**src/rtl/rx_lane_130b_decoder.sv**
```systemverilog
// -----------------------------------------------------------------------------
// rx_lane_130b_decoder
//
// Single-lane 128b/130b receive decoder. Serial lane bits are shifted into a
// 130-bit window. Block alignment is acquired from the 2-bit sync headers
// (HUNT -> VERIFY -> LOCKED). Each aligned block's 128-bit payload is then
// emitted together with its block type.
//
// Optional feature macro: RX_DESCRAMBLE_EN
//   When defined, data-block payloads are descrambled with a Galois LFSR
//   (x^23+x^21+x^16+x^8+x^5+x^2+1, 128 steps per block, bit 0 first).
//   When undefined, payloads pass through and no LFSR is built.
//
// Parameters
//   LOCK_CNT    consecutive valid headers needed to declare lock (1..15)
//   UNLOCK_CNT  consecutive invalid headers, while locked, forcing re-hunt
//   LFSR_SEED   descrambler seed
//
// Ports
//   clk8       in   bit-rate clock, rising edge
//   rst1       in   synchronous active-high reset
//   bit_valid  in   qualifies bit_in; all state advances only when high
//   bit_in     in   serial lane bit, first-transmitted first
//   blk_valid  out  one-cycle pulse, blk_data/blk_os hold a new block
//   blk_os     out  1 = ordered set (hdr 2'b10), 0 = data block (hdr 2'b01)
//   blk_data   out  128-bit payload, byte 0 = blk_data[7:0] (first received)
//   locked     out  high while in LOCKED
//   hdr_err    out  one-cycle pulse, invalid header at a boundary
// -----------------------------------------------------------------------------
module rx_lane_130b_decoder #(
    parameter int unsigned LOCK_CNT   = 4,
    parameter int unsigned UNLOCK_CNT = 4,
    parameter logic [22:0] LFSR_SEED  = 23'h1DBFBC
) (
    input  logic         clk8,
    input  logic         rst1,
    input  logic         bit_valid,
    input  logic         bit_in,
    output logic         blk_valid,
    output logic         blk_os,
    output logic [127:0] blk_data,
    output logic         locked,
    output logic         hdr_err
);

    typedef enum logic [1:0] {
        HUNT   = 2'd0,
        VERIFY = 2'd1,
        LOCKED = 2'd2
    } state_t;

    localparam logic [7:0] BLK_LAST  = 8'd129;
    localparam logic [7:0] FILL_MAX  = 8'd130;
    localparam logic [4:0] LOCK_TH   = 5'(LOCK_CNT);
    localparam logic [4:0] UNLOCK_TH = 5'(UNLOCK_CNT);

    state_t       state, state_n;
    // The oldest window bit is only ever consumed in the shifted view below,
    // so only bits 129:1 need to be stored.
    logic [129:1] sr_hi, sr_hi_n;
    logic [129:0] sr;           // window after this cycle's shift
    logic [7:0]   fill, fill_n;
    logic [7:0]   bit_cnt, bit_cnt_n;
    logic [3:0]   good_cnt, good_n;
    logic [3:0]   bad_cnt, bad_n;
    logic [7:0]   fill_inc, bit_inc;
    logic [4:0]   good_inc, bad_inc;
    logic         hdr_ok;
    logic         blk_fire, err_fire;
    logic [127:0] payload;

    assign sr       = {bit_in, sr_hi};
    assign hdr_ok   = sr[1] ^ sr[0];
    assign fill_inc = (fill == FILL_MAX) ? FILL_MAX : fill + 8'd1;
    assign bit_inc  = (bit_cnt == BLK_LAST) ? 8'd0 : bit_cnt + 8'd1;
    assign good_inc = {1'b0, good_cnt} + 5'd1;
    assign bad_inc  = {1'b0, bad_cnt} + 5'd1;

    // -------------------------------------------------------------------------
    // State register
    // -------------------------------------------------------------------------
    always_ff @(posedge clk8) begin
        // NOTE: sequential state uses non-blocking assignments so every
        // register samples the pre-edge values of the others.
        if (rst1) begin
            state    <= HUNT;
            sr_hi    <= '0;
            fill     <= '0;
            bit_cnt  <= '0;
            good_cnt <= '0;
            bad_cnt  <= '0;
        end else begin
            state    <= state_n;
            sr_hi    <= sr_hi_n;
            fill     <= fill_n;
            bit_cnt  <= bit_cnt_n;
            good_cnt <= good_n;
            bad_cnt  <= bad_n;
        end
    end

    // -------------------------------------------------------------------------
    // Next-state logic
    // -------------------------------------------------------------------------
    always_comb begin
        // NOTE: every output of this block gets a default first, so no path
        // leaves a variable unassigned and no latch is inferred.
        state_n   = state;
        sr_hi_n   = sr_hi;
        fill_n    = fill;
        bit_cnt_n = bit_cnt;
        good_n    = good_cnt;
        bad_n     = bad_cnt;
        blk_fire  = 1'b0;
        err_fire  = 1'b0;

        if (bit_valid) begin
            sr_hi_n = sr[129:1];
            unique case (state)
                HUNT: begin
                    // Every bit is a fresh alignment candidate once the window
                    // is full: this gives the implicit 1-bit slip.
                    fill_n = fill_inc;
                    if (fill_inc == FILL_MAX && hdr_ok) begin
                        state_n   = (LOCK_TH <= 5'd1) ? LOCKED : VERIFY;
                        good_n    = 4'd1;
                        bad_n     = 4'd0;
                        bit_cnt_n = 8'd0;
                    end
                end
                VERIFY: begin
                    bit_cnt_n = bit_inc;
                    if (bit_inc == 8'd0) begin
                        if (hdr_ok) begin
                            good_n = good_inc[3:0];
                            if (good_inc >= LOCK_TH) begin
                                state_n = LOCKED;
                                bad_n   = 4'd0;
                            end
                        end else begin
                            state_n  = HUNT;
                            fill_n   = 8'd0;
                            err_fire = 1'b1;
                        end
                    end
                end
                LOCKED: begin
                    bit_cnt_n = bit_inc;
                    if (bit_inc == 8'd0) begin
                        blk_fire = 1'b1;
                        if (hdr_ok) begin
                            bad_n = 4'd0;
                        end else begin
                            bad_n    = bad_inc[3:0];
                            err_fire = 1'b1;
                            if (bad_inc >= UNLOCK_TH) begin
                                state_n = HUNT;
                                fill_n  = 8'd0;
                            end
                        end
                    end
                end
                default: state_n = HUNT;
            endcase
        end
    end

    // -------------------------------------------------------------------------
    // Payload path (optional descrambler)
    // -------------------------------------------------------------------------
`ifdef RX_DESCRAMBLE_EN
    // Taps for x^21, x^16, x^8, x^5, x^2 and x^0; x^23 is the feedback bit.
    localparam logic [22:0] LFSR_TAPS = 23'h210125;

    typedef struct packed {
        logic [22:0]  next;
        logic [127:0] mask;
    } lfsr_run_t;

    // Runs the LFSR 128 steps from 'seed'; mask bit i scrambles payload bit i.
    function automatic lfsr_run_t lfsr_run(input logic [22:0] seed);
        lfsr_run_t   r;
        logic [22:0] s;
        logic        fb;
        r = '0;
        s = seed;
        for (int i = 0; i < 128; i++) begin
            fb        = s[22];
            r.mask[i] = fb;
            s         = {s[21:0], 1'b0} ^ (fb ? LFSR_TAPS : 23'd0);
        end
        r.next = s;
        return r;
    endfunction

    logic [22:0] lfsr, lfsr_n;
    lfsr_run_t   run;

    always_comb begin
        run     = lfsr_run(lfsr);
        lfsr_n  = lfsr;
        payload = sr[129:2];
        if (state_n == LOCKED && state != LOCKED) begin
            lfsr_n = LFSR_SEED;
        end else if (blk_fire) begin
            if (!sr[1]) begin
                payload = sr[129:2] ^ run.mask;
                lfsr_n  = run.next;
            end else if (sr[9:2] == 8'h00) begin
                lfsr_n = LFSR_SEED;
            end
        end
    end

    always_ff @(posedge clk8) begin
        if (rst1) lfsr <= LFSR_SEED;
        else      lfsr <= lfsr_n;
    end
`else
    assign payload = sr[129:2];
`endif

    // -------------------------------------------------------------------------
    // Outputs
    // -------------------------------------------------------------------------
    always_ff @(posedge clk8) begin
        if (rst1) begin
            blk_valid <= 1'b0;
            hdr_err   <= 1'b0;
            blk_os    <= 1'b0;
            // NOTE: the payload register is reset because it is a visible
            // output with a defined reset value, not internal storage.
            blk_data  <= '0;
        end else begin
            blk_valid <= blk_fire;
            hdr_err   <= err_fire;
            if (blk_fire) begin
                blk_data <= payload;
                blk_os   <= sr[1];
            end
        end
    end

    always_comb begin
        locked = (state == LOCKED);
    end

endmodule

```
**config.mk**
```make
export PLATFORM = sky130hd
export DESIGN_NAME = rx_lane_130b_decoder
export DESIGN_NICKNAME = d
export VERILOG_FILES = /design/src/rtl/rx_lane_130b_decoder.sv
export SDC_FILE = /design/constraint.sdc
export NUM_CORES = 1
export LEC_CHECK = 0
export CAP_MARGIN = 10
export CORE_MARGIN = 10
export CORE_UTILIZATION = 55
export DETAILED_ROUTE_END_ITERATION = 12
export GPL_ROUTABILITY_DRIVEN = 0
export PLACE_DENSITY = 0.91
export SLEW_MARGIN = 10
export SYNTH_ARGS = -nofsm -noshare
export SYNTH_HDL_FRONTEND = slang
export SYNTH_SLANG_ARGS = --single-unit
```
**constraint.sdc**
```tcl
create_clock -name clk8 -period 7.5 [get_ports clk8]
set_input_delay 0.75 -clock clk8 [delete_from_list [all_inputs] [get_ports clk8]]
set_output_delay 0.75 -clock clk8 [all_outputs]
set_load 0.02 [all_outputs]
```
==> impl_results.md <==
* Run status: completed
* DR DRC count at 0
* Vias in the first global route at 8308
* RSZ-0062 raised after global routing: false
* Synth Area in Adders at 1.39%
* Most common cell after layout, fill and taps aside: dfxtp_1
* Final hold vios at 0
* CP cell instances: ha_1, and3_1, a31oi_1, nor3_2, and3_4, buf_4, nand2_1, a21oi_1
* Post-DP Area at 12200 µm²
* Setup bufs post-CTS at 0
* Most used DFF post-synth: dfxtp_1
* Synth Cell Area at 10800 µm²
* Core ar. at 19400 µm²
* WL met2 at 11800 µm
* Minimum clock period at 3.68 ns
* Chip Height at 160 µm
* Synthesized area per cell at 8.93 µm²
* Largest net degree at the start of global routing at 181
* Fin Clk Skew at 0.0141 ns
* Share of layout cells above drive strength 1 at 4.81%
* Drt total wl at 23800 µm
* Worst Setup End Kind: flop
* Finished Cell Area at 13100 µm²
* CP required at 7.93 ns
* Largest family of logic cells by synthesized area: simple AND/OR/NAND/NOR gates
* First-pass GRT wire length at 40200 µm
* Routed wire per std cell at 15.1 µm
* CTS root buffer: clkbuf_16
* Util after Layout at 67.7%
* Num ports at 136
* CTS tree: built
* Asr flop ratio synth at 0%
* CP startpoint kind: flop
* Grt ovf at 0
* Met3 wire length at 1660 µm
* Worst path arrival time at 4.11 ns
* CTS Hold Bufs at 0
* Skew-Pair Late Insertion Delay at 0.53 ns
* Via Count at 8463
* Resize count post-CTS at 0
* Antenna violations before repair at 0
* GRT Total Usage at 17.8%
* Slew Viols, Final at 0
* Unique masters post-synth at 56
* Fin worst setup slack at 3.82 ns
* VDD IR max at 0.000215 V
* # port buffers at 135
* Post-synthesis xor/xnor area fraction at 0.649%
* Post-Syn Instances at 1208
* EDFF count, synth at 0
* Leading area contributor after synthesis: dfxtp_1
* Worst Max-Slew Pin Slew at 1.11 ns
* H-tree levels at 1
* Initial Utilization at 55.6%
* Inserted Diodes at 0
* Design Power at 3.06 mW
* Via density at 5.38
* Final setup fails at 0
* Metal-1 WL at 10000 µm
* Achievable frequency at 0.272 GHz
* Final period util at 49.1%
* Leakage at 4.88 nW
* Slew headroom at 25.9%
* CTS max path bufs at 3
* Critical path peak fanout at 65
* PD cells at 233 nW/µm²
* Yosys top cell area share at 53.1%
* TNS Setup at 0 ns
* Die area at 25600 µm²
* Worst setup path category: flop to flop
* HPWL Detailed at 14900 µm
* Die W at 160 µm
* Worst slack at placement at 3.91 ns
* Synth Area in Compound Gates at 10.5%
* Area contributors post-synth: dfxtp_1 (53%), mux2i_1 (12%), nand2_1 (9.7%)
* Critical path's slowest cell: and3_4
* HP Class: flop to flop
* Max Used Layer: met4
* Clock sink count at 286
* Max-cap viol count at 0
* Crit-path max cell delay at 0.72 ns
* Clock-pin slew on the worst setup and hold paths at 0.06 ns
* Most frequent cells in the layout: dfxtp_1 (286), nand2_1 (279), nor2_1 (143)
* Total CTS buffers at 28
* Area Growth Syn to Fin at 21.7%
* Nets at 1307
* Cell Rows at 51
* Post-synthesis net count at 1224
* Register area share after synthesis at 53.1%
* Initial DRC Count at 466
* Synth warn at 0
* Post-Synth Simple-Gate Area at 18.1%
* First-pass iteration count of the detailed router at 6
* Post-synthesis mux area share at 12.4%
* Antenna-violating nets left at 0
* Synth Register Bits at 286
[cell usage after synthesis (5+ instances only)]
cell	number
dfxtp_1	286
nand2_1	279
nor2_1	143
a21oi_1	139
mux2i_1	132
clkbuf_1	45
buf_2	24
buf_1	13
ha_1	12
inv_1	12
nand3_1	11
o21ai_0	11
and3_1	6
a311oi_1	5
nand2b_1	5
xor2_1	5
[cell type report]
type	instances	area, µm²
fillers	1495	6260
flip-flops and latches	286	5730
multi-input cells	824	4670
repair buffers	139	1390
clock buffers	36	781
well taps	265	332
clock inverters	12	199
inverters	12	45.0
[through the flow]
stage / hold slack [ns] / std cells
floorplan: 0.444 / 1208
global placement: 0.442 / 1526
CTS: 0.454 / 1574
global route: 0.476 / 1574
detailed placement: 0.445 / 1526
finish: 0.453 / 1574
[power breakdown]
part           total (mW)  switching [mW]  internal, mW
clock network        1.47           0.565         0.902
logic              0.0670          0.0455        0.0214
registers            1.52         0.00241          1.52
[critical path, delay by kind of cell (launching register included)]
kind                       cells  cell delay [ns]
AOI/OAI and AO/OA              2             0.41
adders and majority gates      1             0.28
buffers and inverters          1             0.66
DFF                            1             0.52
and+or+nand+nor                4             1.63
[registers in the layout (all words and copies together) (netlist names), 2 cells and up]
name / cells
sr_hi: 129
bit_cnt: 8
good_cnt: 4
fill: 8
state: 2
bad_cnt: 4
blk_data: 128
[kinds of logic after synthesis]
family          Yosys count
simple gates            477
flops                   286
compound gates          194
mux                     133
buf+inv                  98
fa+ha+maj                12
xor+xnor                  8
[final timing paths]
path                                                   end  slack (ns)  depth (start not counted)                        from
worst max-delay path             blk_data[74]$_SDFFE_PP0P_        3.82                          8     bit_cnt[0]$_SDFFE_PP0P_
worst min-delay path            blk_data[125]$_SDFFE_PP0P_        0.45                          2  blk_data[125]$_SDFFE_PP0P_
worst min register to register  blk_data[125]$_SDFFE_PP0P_        0.45                          2  blk_data[125]$_SDFFE_PP0P_
worst max register to register   blk_data[74]$_SDFFE_PP0P_        3.82                          8     bit_cnt[0]$_SDFFE_PP0P_
[per-layer routing]
layer / GRT usage [%] / vias to the layer above
li1: - / 4206
met2: 30.4 / 201
met3: 4.86 / 35
met5: 0 / -
met4: 4.67 / 0
met1: 21.7 / 4021
(Power assumes the default switching activity.)
